<file path="src/rtl/stencil_engine.sv">
// stencil_engine: 2-D 5-point explicit heat-diffusion engine over a register-held grid.
// Build option STENCIL_JACOBI_EN: double-buffered Jacobi sweeps; default is in-place Gauss-Seidel.
module stencil_engine #(
   parameter int GRID_W = 4,
   parameter int GRID_H = 4,
   parameter int DW     = 4,
   parameter int AW     = $clog2(GRID_W * GRID_H)
) (
   input  logic          clk,
   input  logic          rst_n,
   input  logic          cmd_valid,
   output logic          cmd_ready,
   input  logic [1:0]    cmd_op,
   input  logic [AW-1:0] cmd_addr,
   input  logic [DW-1:0] cmd_data,
   output logic [DW-1:0] rd_data,
   output logic          rd_valid,
   output logic          busy,
   output logic          done,
   output logic [AW-1:0] sweep_cnt
);
   localparam int N  = GRID_W * GRID_H;
   localparam int CW = $clog2(GRID_W);
   localparam int RW = $clog2(GRID_H);
   localparam int LW = DW + 4;
   localparam logic signed [LW-1:0] MAXS = LW'((1 << DW) - 1);
   localparam logic [1:0] OP_RUN = 2'b00, OP_WRITE = 2'b01, OP_READ = 2'b10, OP_CONFIG = 2'b11;
`ifdef STENCIL_JACOBI_EN
   localparam int NB = 2;
`else
   localparam int NB = 1;
`endif

   typedef enum logic {IDLE, SWEEP} state_t;
   state_t state_reg, state_next;

   logic [DW-1:0] cell_reg [NB][N];
   logic [RW-1:0] row_reg;
   logic [CW-1:0] col_reg;
   logic [AW-1:0] sweep_cnt_reg;
   logic [DW-1:0] rd_data_reg, boundary_reg;
   logic [1:0]    alpha_reg;
   logic          rd_valid_reg, done_reg, periodic_reg;
   logic          rbank, wbank;

`ifdef STENCIL_JACOBI_EN
   logic bank_reg;
   assign rbank = bank_reg;
   assign wbank = ~bank_reg;
`else
   assign rbank = 1'b0;
   assign wbank = 1'b0;
`endif

   function automatic logic [AW-1:0] cell_index(input int r, input int c);
      return AW'(r * GRID_W + c);
   endfunction

   logic                 accept, last_cell, addr_ok;
   logic [AW-1:0]        cur_idx;
   logic [DW-1:0]        c_v, n_v, s_v, e_v, w_v, new_v;
   logic signed [LW-1:0] lap, delta, sum_v;
   logic [2:0]           shamt;

   assign cmd_ready = (state_reg == IDLE) && rst_n;
   assign accept    = cmd_valid && cmd_ready;
   assign addr_ok   = int'(cmd_addr) < N;
   assign last_cell = (row_reg == RW'(GRID_H - 1)) && (col_reg == CW'(GRID_W - 1));
   assign busy      = (state_reg == SWEEP);
   assign done      = done_reg;
   assign rd_data   = rd_data_reg;
   assign rd_valid  = rd_valid_reg;
   assign sweep_cnt = sweep_cnt_reg;

   // Neighbour fetch: edge cells see either the wrapped cell or the boundary value.
   always_comb begin
      cur_idx = cell_index(int'(row_reg), int'(col_reg));
      c_v     = cell_reg[rbank][cur_idx];
      if (row_reg == '0)
         n_v = periodic_reg ? cell_reg[rbank][cell_index(GRID_H - 1, int'(col_reg))] : boundary_reg;
      else
         n_v = cell_reg[rbank][cell_index(int'(row_reg) - 1, int'(col_reg))];
      if (row_reg == RW'(GRID_H - 1))
         s_v = periodic_reg ? cell_reg[rbank][cell_index(0, int'(col_reg))] : boundary_reg;
      else
         s_v = cell_reg[rbank][cell_index(int'(row_reg) + 1, int'(col_reg))];
      if (col_reg == '0)
         w_v = periodic_reg ? cell_reg[rbank][cell_index(int'(row_reg), GRID_W - 1)] : boundary_reg;
      else
         w_v = cell_reg[rbank][cell_index(int'(row_reg), int'(col_reg) - 1)];
      if (col_reg == CW'(GRID_W - 1))
         e_v = periodic_reg ? cell_reg[rbank][cell_index(int'(row_reg), 0)] : boundary_reg;
      else
         e_v = cell_reg[rbank][cell_index(int'(row_reg), int'(col_reg) + 1)];

      lap   = LW'(n_v) + LW'(s_v) + LW'(e_v) + LW'(w_v) - (LW'(c_v) << 2);
      shamt = {1'b0, alpha_reg} + 3'd2;
      delta = lap >>> shamt;
      sum_v = LW'(c_v) + delta;
      if (sum_v < 0)
         new_v = '0;
      else if (sum_v > MAXS)
         new_v = '1;
      else
         new_v = DW'(sum_v);
   end

   always_comb begin
      state_next = state_reg;
      case (state_reg)
         IDLE:    if (accept && cmd_op == OP_RUN && cmd_addr != '0) state_next = SWEEP;
         SWEEP:   if (last_cell && sweep_cnt_reg == AW'(1)) state_next = IDLE;
         default: state_next = IDLE;
      endcase
   end

   always_ff @(posedge clk) begin
      if (!rst_n) begin
         state_reg     <= IDLE;
         row_reg       <= '0;
         col_reg       <= '0;
         sweep_cnt_reg <= '0;
         rd_data_reg   <= '0;
         rd_valid_reg  <= 1'b0;
         done_reg      <= 1'b0;
         alpha_reg     <= '0;
         periodic_reg  <= 1'b0;
         boundary_reg  <= '0;
`ifdef STENCIL_JACOBI_EN
         bank_reg      <= 1'b0;
`endif
         for (int b = 0; b < NB; b++)
            for (int i = 0; i < N; i++)
               cell_reg[b][i] <= '0;
      end else begin
         state_reg    <= state_next;
         rd_valid_reg <= 1'b0;
         done_reg     <= 1'b0;
         if (state_reg == IDLE) begin
            if (accept) begin
               case (cmd_op)
                  OP_RUN: begin
                     if (cmd_addr == '0) begin
                        done_reg <= 1'b1;
                     end else begin
                        sweep_cnt_reg <= cmd_addr;
                        row_reg       <= '0;
                        col_reg       <= '0;
                     end
                  end
                  OP_WRITE: if (addr_ok) cell_reg[rbank][cmd_addr] <= cmd_data;
                  OP_READ: begin
                     rd_data_reg  <= addr_ok ? cell_reg[rbank][cmd_addr] : '0;
                     rd_valid_reg <= 1'b1;
                  end
                  default: begin
                     alpha_reg    <= cmd_addr[1:0];
                     periodic_reg <= cmd_addr[2];
                     boundary_reg <= cmd_data;
                  end
               endcase
            end
         end else begin
            cell_reg[wbank][cur_idx] <= new_v;
            if (last_cell) begin
               row_reg       <= '0;
               col_reg       <= '0;
               sweep_cnt_reg <= sweep_cnt_reg - 1'b1;
               if (sweep_cnt_reg == AW'(1)) done_reg <= 1'b1;
`ifdef STENCIL_JACOBI_EN
               bank_reg <= ~bank_reg;
`endif
            end else if (col_reg == CW'(GRID_W - 1)) begin
               col_reg <= '0;
               row_reg <= row_reg + 1'b1;
            end else begin
               col_reg <= col_reg + 1'b1;
            end
         end
      end
   end
endmodule

</file>
<file path="config.mk">
export PLATFORM = sky130hd
export DESIGN_NAME = stencil_engine
export DESIGN_NICKNAME = d
export VERILOG_FILES = /design/src/rtl/stencil_engine.sv
export SDC_FILE = /design/constraint.sdc
export NUM_CORES = 1
export LEC_CHECK = 0
export ABC_AREA = 0
export CAP_MARGIN = 20
export CORE_UTILIZATION = 60
export CTS_CLUSTER_DIAMETER = 150
export DETAILED_ROUTE_END_ITERATION = 6
export PLACE_DENSITY = 0.83
export SLEW_MARGIN = 40
export SYNTH_ARGS = -nofsm -noshare
export SYNTH_HDL_FRONTEND = slang
export SYNTH_SLANG_ARGS = --single-unit
</file>
<file path="constraint.sdc">
create_clock -name clk -period 9 [get_ports clk]
set_input_delay 1.35 -clock clk [delete_from_list [all_inputs] [get_ports clk]]
set_output_delay 1.35 -clock clk [all_outputs]
set_load 0.1 [all_outputs]
</file>
==> metrics, run 1 <==
Syn Area/Cell roughly 10 um2; layout cells sized above 1 0.210; H-tree depth 3; Die Footprint roughly 13000 um2; initial antenna violation count 0; grt ovf 0; Min Hold Slack ~500 ps; Global Route met3 Usage 0.110; Slew Limit Fails 0; Layout Nets about 800; Finish-stage setup viols 0; Arrival @ worst endpoint approximately 8100 ps; row cnt between 40 and 50; gr busiest metal met2; port bufs 24; Synth cell types 58; DR vias ~7100; syn nets between 800 and 900; Final Cycle Share 0.875; drt total wl between 20000 and 25000 um; Multi-input gate area between 5000 and 6000 um2; sequential fraction of the synthesis area 0.227; Pwr Density between 100 and 150 nW/um2; status finished clean; P_leak roughly 2.9 nW; Skew-Pair Late Insertion Delay approximately 360 ps; all-layer global routing usage 0.384; Clock Pin Slew Worst Setup and Hold Paths roughly 70 ps; Num CTS Buffers 9; max frequency around 0.13 GHz; Largest register FFs 64; vias per std cell about 7.6; Starting Density 0.614; RSZ-0062 raised after global routing false; hold buffer count at cts 0; FILL cells between 1000 and 1500; top post-synthesis cells by area mux4_2, dfxtp_1, o311a_1; RD Place Congestion about 0.98; crit start category flop; Slew HR 0.432; Die H between 100 and 150 um; Sink Count 86; crit path kind reg -> reg; worst min-delay path category reg -> reg; Slew @ Worst Pin 850 ps; WL per Instance 26.4 um; cell repeated most along the worst path buf_4; WP buf/inv 7; Peak VDD IR between 0.1 and 0.15 mV; CTS tree built; critical path capture point type flop; fin crit period between 7000 and 8000 ps; Yosys reg bits 86; Die X about 120 um; Post-CTS Setup Repair Bufs 0; post-cts resize count 0; Bufs on Longest Clock Path 2; dominant synthesized flop cell dfxtp_1; Final Skew between 10 and 15 ps; Async SR Flop Fraction 0; Final Hold Viols 0; post-synth top area share 0.264; met1 usage 0.500; synthesis-to-finish area growth 6.54%; post-synthesis cell count between 700 and 800; Pre-antenna DRT Iters 6; antenna violation net count after detailed routing 0; slowest stage delay, CP between 500 and 600 ps; DRC viols 0; IO Count 25; Post-synth EDFFs 4; DR iter-0 viols about 1000; area occupied by registers about 1800 um2; Data required, critical path 9240 ps; number of max-cap violations 0; Crit-path slowest cell mux4_2; largest net degree at the start of global routing 87; antenna fix cells 0; vias in the first global route 6618; core footprint 12600 um2; post-synth top area cell mux4_2; setup_tns 0 ps; clk root buf clkbuf_16; mapped cell area roughly 7800 um2; crit path max fanout 64; first-pass GRT wire length approximately 38000 um; met2 usage 0.592; hpwl dp 17100 um; Yosys warnings 0; Largest delay share family, worst path compound AO/OA/AOI/OAI gates
-- final timing paths --
kind	end	start	depth (start not counted)	slack, ps
worst min-delay path	sweep_cnt[1]	sweep_cnt[1]	2	500
worst min register to register	sweep_cnt[1]	sweep_cnt[1]	2	500
worst max register to register	cell_reg[0][48]	col_reg[1]	30	1130
worst max-delay path	cell_reg[0][48]	col_reg[1]	30	1130
-- Yosys cell counts (2+ instances only) --
master and count:
mux4_2 91, nor2_1 84, dfxtp_1 82, a31oi_1 61
o311a_1 60, clkbuf_1 51, nand2_1 36, a21oi_1 32
nor2b_1 25, ha_1 24, inv_1 24, mux2i_1 20
o21ai_0 20, a22oi_1 12, buf_1 12, fa_1 11
a22o_1 10, nand3_1 10, buf_6 8, nor3_1 8
a21o_1 5, and2_1 5, nand2b_1 5, a2bb2oi_2 4
a32oi_1 4, edfxtp_1 4, o21ai_1 4, a211oi_1 3
a32o_1 3, and3_1 3, inv_2 3, nand3b_1 3
nor3b_1 3, nor4_1 3, o211ai_1 3, o21a_1 3
o31ai_1 3, xor2_1 3, a21boi_0 2, nand4_1 2
nand4b_1 2, o31a_1 2, xnor2_1 2
-- placed cells by master (no fill, tap or decap), types with 5 or more instances in the layout --
cell             Yosys  final
inv_1               24     24
a22o_1              10     10
clkbuf_16            0      9
mux2i_1             20     20
nand2_1             36     32
and2_1               5      5
buf_2                0     13
a21oi_1             32     32
dfxtp_1             82     81
fa_1                11     11
a21o_1               5      5
buf_4                1     14
nor3_1               8      8
nor2b_1             25     25
o21ai_0             20     20
ha_1                24     24
mux4_2              91     91
clkdlybuf4s50_1      0     11
a22oi_1             12     12
o311a_1             60     60
nand3_1             10     10
a31oi_1             61     61
nor2_1              84     84
-- final cells by class --
type | count | share of cell area
sequential | 86 | 0.213
clock inverter | 5 | 0.00409
tap | 172 | 0.0261
clock buffer | 11 | 0.0282
inverter | 28 | 0.0127
multi-input combinational | 584 | 0.677
timing repair buffer | 40 | 0.0388
-- power by group --
group	internal (mW)	switching [mW]	total [mW]
clock	0.187	0.164	0.351
combinational	0.112	0.259	0.370
sequential	0.388	0.00682	0.395
total	0.687	0.430	1.12
-- kinds of logic after synthesis --
family	synth area share
AND/OR/NAND/NOR	0.116
AO/OA/AOI/OAI	0.234
flip-flops	0.227
buffers and inverters	0.0566
XOR/XNOR	0.00775
adder cells (fa/ha/maj)	0.0671
multiplexers	0.292
-- routing by layer --
| layer | up-vias | part of all wire |
|---|---|---|
| met5 | - | 0 |
| met4 | 0 | 0.041 |
| met3 | 83 | 0.14 |
| met2 | 545 | 0.46 |
| met1 | 3409 | 0.37 |
| li1 | 3039 | - |
-- metrics by stage --
step	power (mW)	utilization	std cells	setup slack, ps	cell area (um2)
2_1_floorplan	0.691	-	770	1000	7750
4_1_cts	1.11	0.652	925	1160	8230
5_1_grt	1.15	0.654	926	662	8260
3_3_place_gp	0.754	0.634	909	1450	8000
6_report	1.12	0.654	926	1130	8260
3_5_place_dp	0.765	0.631	909	1160	7960
-- worst reg2reg max path: cells and delay by family (launching register included) --
kind                     cells  cell delay, ps
adder cells (fa/ha/maj)      5            2040
multiplexers                 2             710
AND/OR/NAND/NOR              5             630
flip-flops                   1             320
AO/OA/AOI/OAI               11            2500
buffers and inverters        7            1550
No activity file was read; power rests on OpenSTA's default activity.
==> run 2: changes to the inputs <==
--- a/config.mk
+++ b/config.mk
@@ -7,6 +7,7 @@
 export LEC_CHECK = 0
 export ABC_AREA = 0
 export CAP_MARGIN = 20
+export CORE_ASPECT_RATIO = 1.1
 export CORE_UTILIZATION = 60
 export CTS_CLUSTER_DIAMETER = 150
 export DETAILED_ROUTE_END_ITERATION = 6
==> run 2 against run 1 <==
Effect of this change: worst hold slack better by 4.2 ps; first-iteration DRC count increased by 4.2%; combinational power barely moved; total power rose by 6.0%; register-to-register slack worse by 330 ps; critical path depth is 2 lower; global-route usage increased by 0.31 points; largest power group is now the clock network; wire length up 1.3%; cell area grew 0.11%; via count grew 0.85%.
==> metrics, run 2 (synthesis gave the netlist of run 1 again) <==
Final Cycle Share 0.911 (was 0.875); cell repeated most along the worst path a21oi_1 (was buf_4); vias per std cell 7.84 (was 7.64); antenna violation net count after detailed routing 0 (unchanged); DR vias 7136 (was 7076); IO Count 25 (unchanged); first-pass GRT wire length 37800 um (was 37700 um); Die H 121 um (was 116 um); slowest stage delay, CP 830 ps (was 520 ps); RR Endpoint cell_reg[0][57] (was cell_reg[0][48]); vias in the first global route 6777 (was 6618); hold buffer count at cts 0 (unchanged); layout cells sized above 1 0.205 (was 0.210); WL per Instance 27.3 um (was 26.4 um); worst min-delay path category reg -> reg (unchanged); H-tree depth 3 (unchanged); Slew @ Worst Pin 891 ps (was 850 ps); drt total wl 24800 um (was 24500 um); Slew HR 0.406 (was 0.432); Largest register FFs 64 (unchanged); Starting Density 0.616 (was 0.614); WHS Path Cells 2 (unchanged); largest net degree at the start of global routing 87 (unchanged); Skew-Pair Late Insertion Delay 370 ps (was 360 ps); Num CTS Buffers 9 (unchanged); status finished clean (unchanged); all-layer global routing usage 0.387 (was 0.384); Hold Path Origin sweep_cnt[1] (unchanged); r2r setup slk 800 ps (was 1130 ps); Clock Pin Slew Worst Setup and Hold Paths 70 ps (about the same); Final Skew 9.47 ps (was 12.1 ps); CTS tree built (unchanged); Bufs on Longest Clock Path 2 (unchanged); Pre-antenna DRT Iters 6 (unchanged); FILL cells 991 (was 1016); core footprint 12600 um2 (about the same); post-cts resize count 0 (unchanged); Pwr Density 143 nW/um2 (was 135 nW/um2); fin crit period 8200 ps (was 7870 ps); grt ovf 0 (unchanged); critical path capture point type flop (unchanged); synthesis-to-finish area growth 6.65% (was 6.54%); reg2reg start col_reg[1] (unchanged); P_leak 2.90 nW (was 2.88 nW); most frequent cells in the layout mux4_2, nor2_1, dfxtp_1 (unchanged); hpwl dp 17300 um (was 17100 um); Die Footprint 13400 um2 (about the same); WP buf/inv 5 (was 7); Sink Count 86 (unchanged); RD Place Congestion 1.02 (was 0.984); Post-CTS Setup Repair Bufs 0 (unchanged); crit path kind reg -> reg (unchanged); crit path max fanout 64 (unchanged); clk root buf clkbuf_16 (unchanged); max frequency 0.122 GHz (was 0.127 GHz); setup slack at placement 922 ps (was 1160 ps); crit start category flop (unchanged); Die X 110 um (was 116 um); Arrival @ worst endpoint 8450 ps (was 8120 ps); antenna fix cells 0 (unchanged); initial antenna violation count 0 (unchanged); fin worst setup slack 799 ps (was 1130 ps); DR iter-0 viols 1079 (was 1036); Finish-stage setup viols 0 (unchanged); Slew Limit Fails 0 (unchanged); endpoint of the worst hold path sweep_cnt[1] (unchanged); Data required, critical path 9250 ps (was 9240 ps); FF-to-FF path depth 28 (was 30); Layout Nets 796 (was 797); row cnt 43 (was 41); fin util 0.657 (was 0.654); port bufs 24 (unchanged); DRC viols 0 (unchanged); setup_tns 0 ps (unchanged); Largest delay share family, worst path compound AO/OA/AOI/OAI gates (unchanged); number of max-cap violations 0 (unchanged); Crit-path slowest cell dfxtp_1 (was mux4_2); Final Hold Viols 0 (unchanged); Peak VDD IR 0.109 mV (was 0.114 mV); commonest non-fill, non-tap cell in the layout mux4_2 (unchanged); RSZ-0062 raised after global routing false (unchanged)
==> run 2: routing by layer <==
metal,up-vias,track usage,part of all wire
met5,-,0,0
met4,0,0.231,0.060
met3,95,0.0843,0.12
met2,581,0.585,0.46
met1,3417,0.507,0.36
li1,3043,-,-
==> run 2: worst max path at each step <==
stage          depth (start not counted)  startpoint              end
3_3_place_gp                          27  col_reg[1]  cell_reg[0][63]
5_1_grt                               32  col_reg[1]  cell_reg[0][57]
6_report                              28  col_reg[1]  cell_reg[0][57]
3_5_place_dp                          28  col_reg[1]  cell_reg[0][57]
4_1_cts                               28  col_reg[1]  cell_reg[0][57]
2_1_floorplan                         37  col_reg[0]  cell_reg[0][20]
==> run 2: worst reg2reg max path: cells and delay by family (launching register included) <==
family / cells / cell delay, ps
xor+xnor: 1 / 240
simple gates: 4 / 560
buf+inv: 5 / 1110
mux: 2 / 1100
flops: 1 / 830
fa+ha+maj: 5 / 1870
compound gates: 11 / 2410
==> run 2: stage by stage <==
stage | cells | cell area (um2) | power, mW | hold slack (ps)
3_3_place_gp | 894 | 7980 | 0.750 | 492
6_report | 910 | 8270 | 1.18 | 507
3_5_place_dp | 894 | 7940 | 0.759 | 499
2_1_floorplan | 770 | 7750 | 0.691 | 478
5_1_grt | 910 | 8270 | 1.21 | 553
4_1_cts | 910 | 8260 | 1.17 | 511
==> run 2: power by group <==
part / switching (mW) / total [mW] / internal [mW]
Sequential: 0.00777 / 0.395 / 0.388
Clock: 0.172 / 0.416 / 0.244
Combinational: 0.261 / 0.372 / 0.111
==> run 2: layout make-up <==
cell class	count	area, um2	area share
multi-input combinational	584	5580	0.675
sequential	86	1760	0.213
timing repair buffer	39	304	0.0368
clock buffer	9	225	0.0272
tap	157	196	0.0238
inverter	28	105	0.0127
clock inverter	7	95.1	0.0115
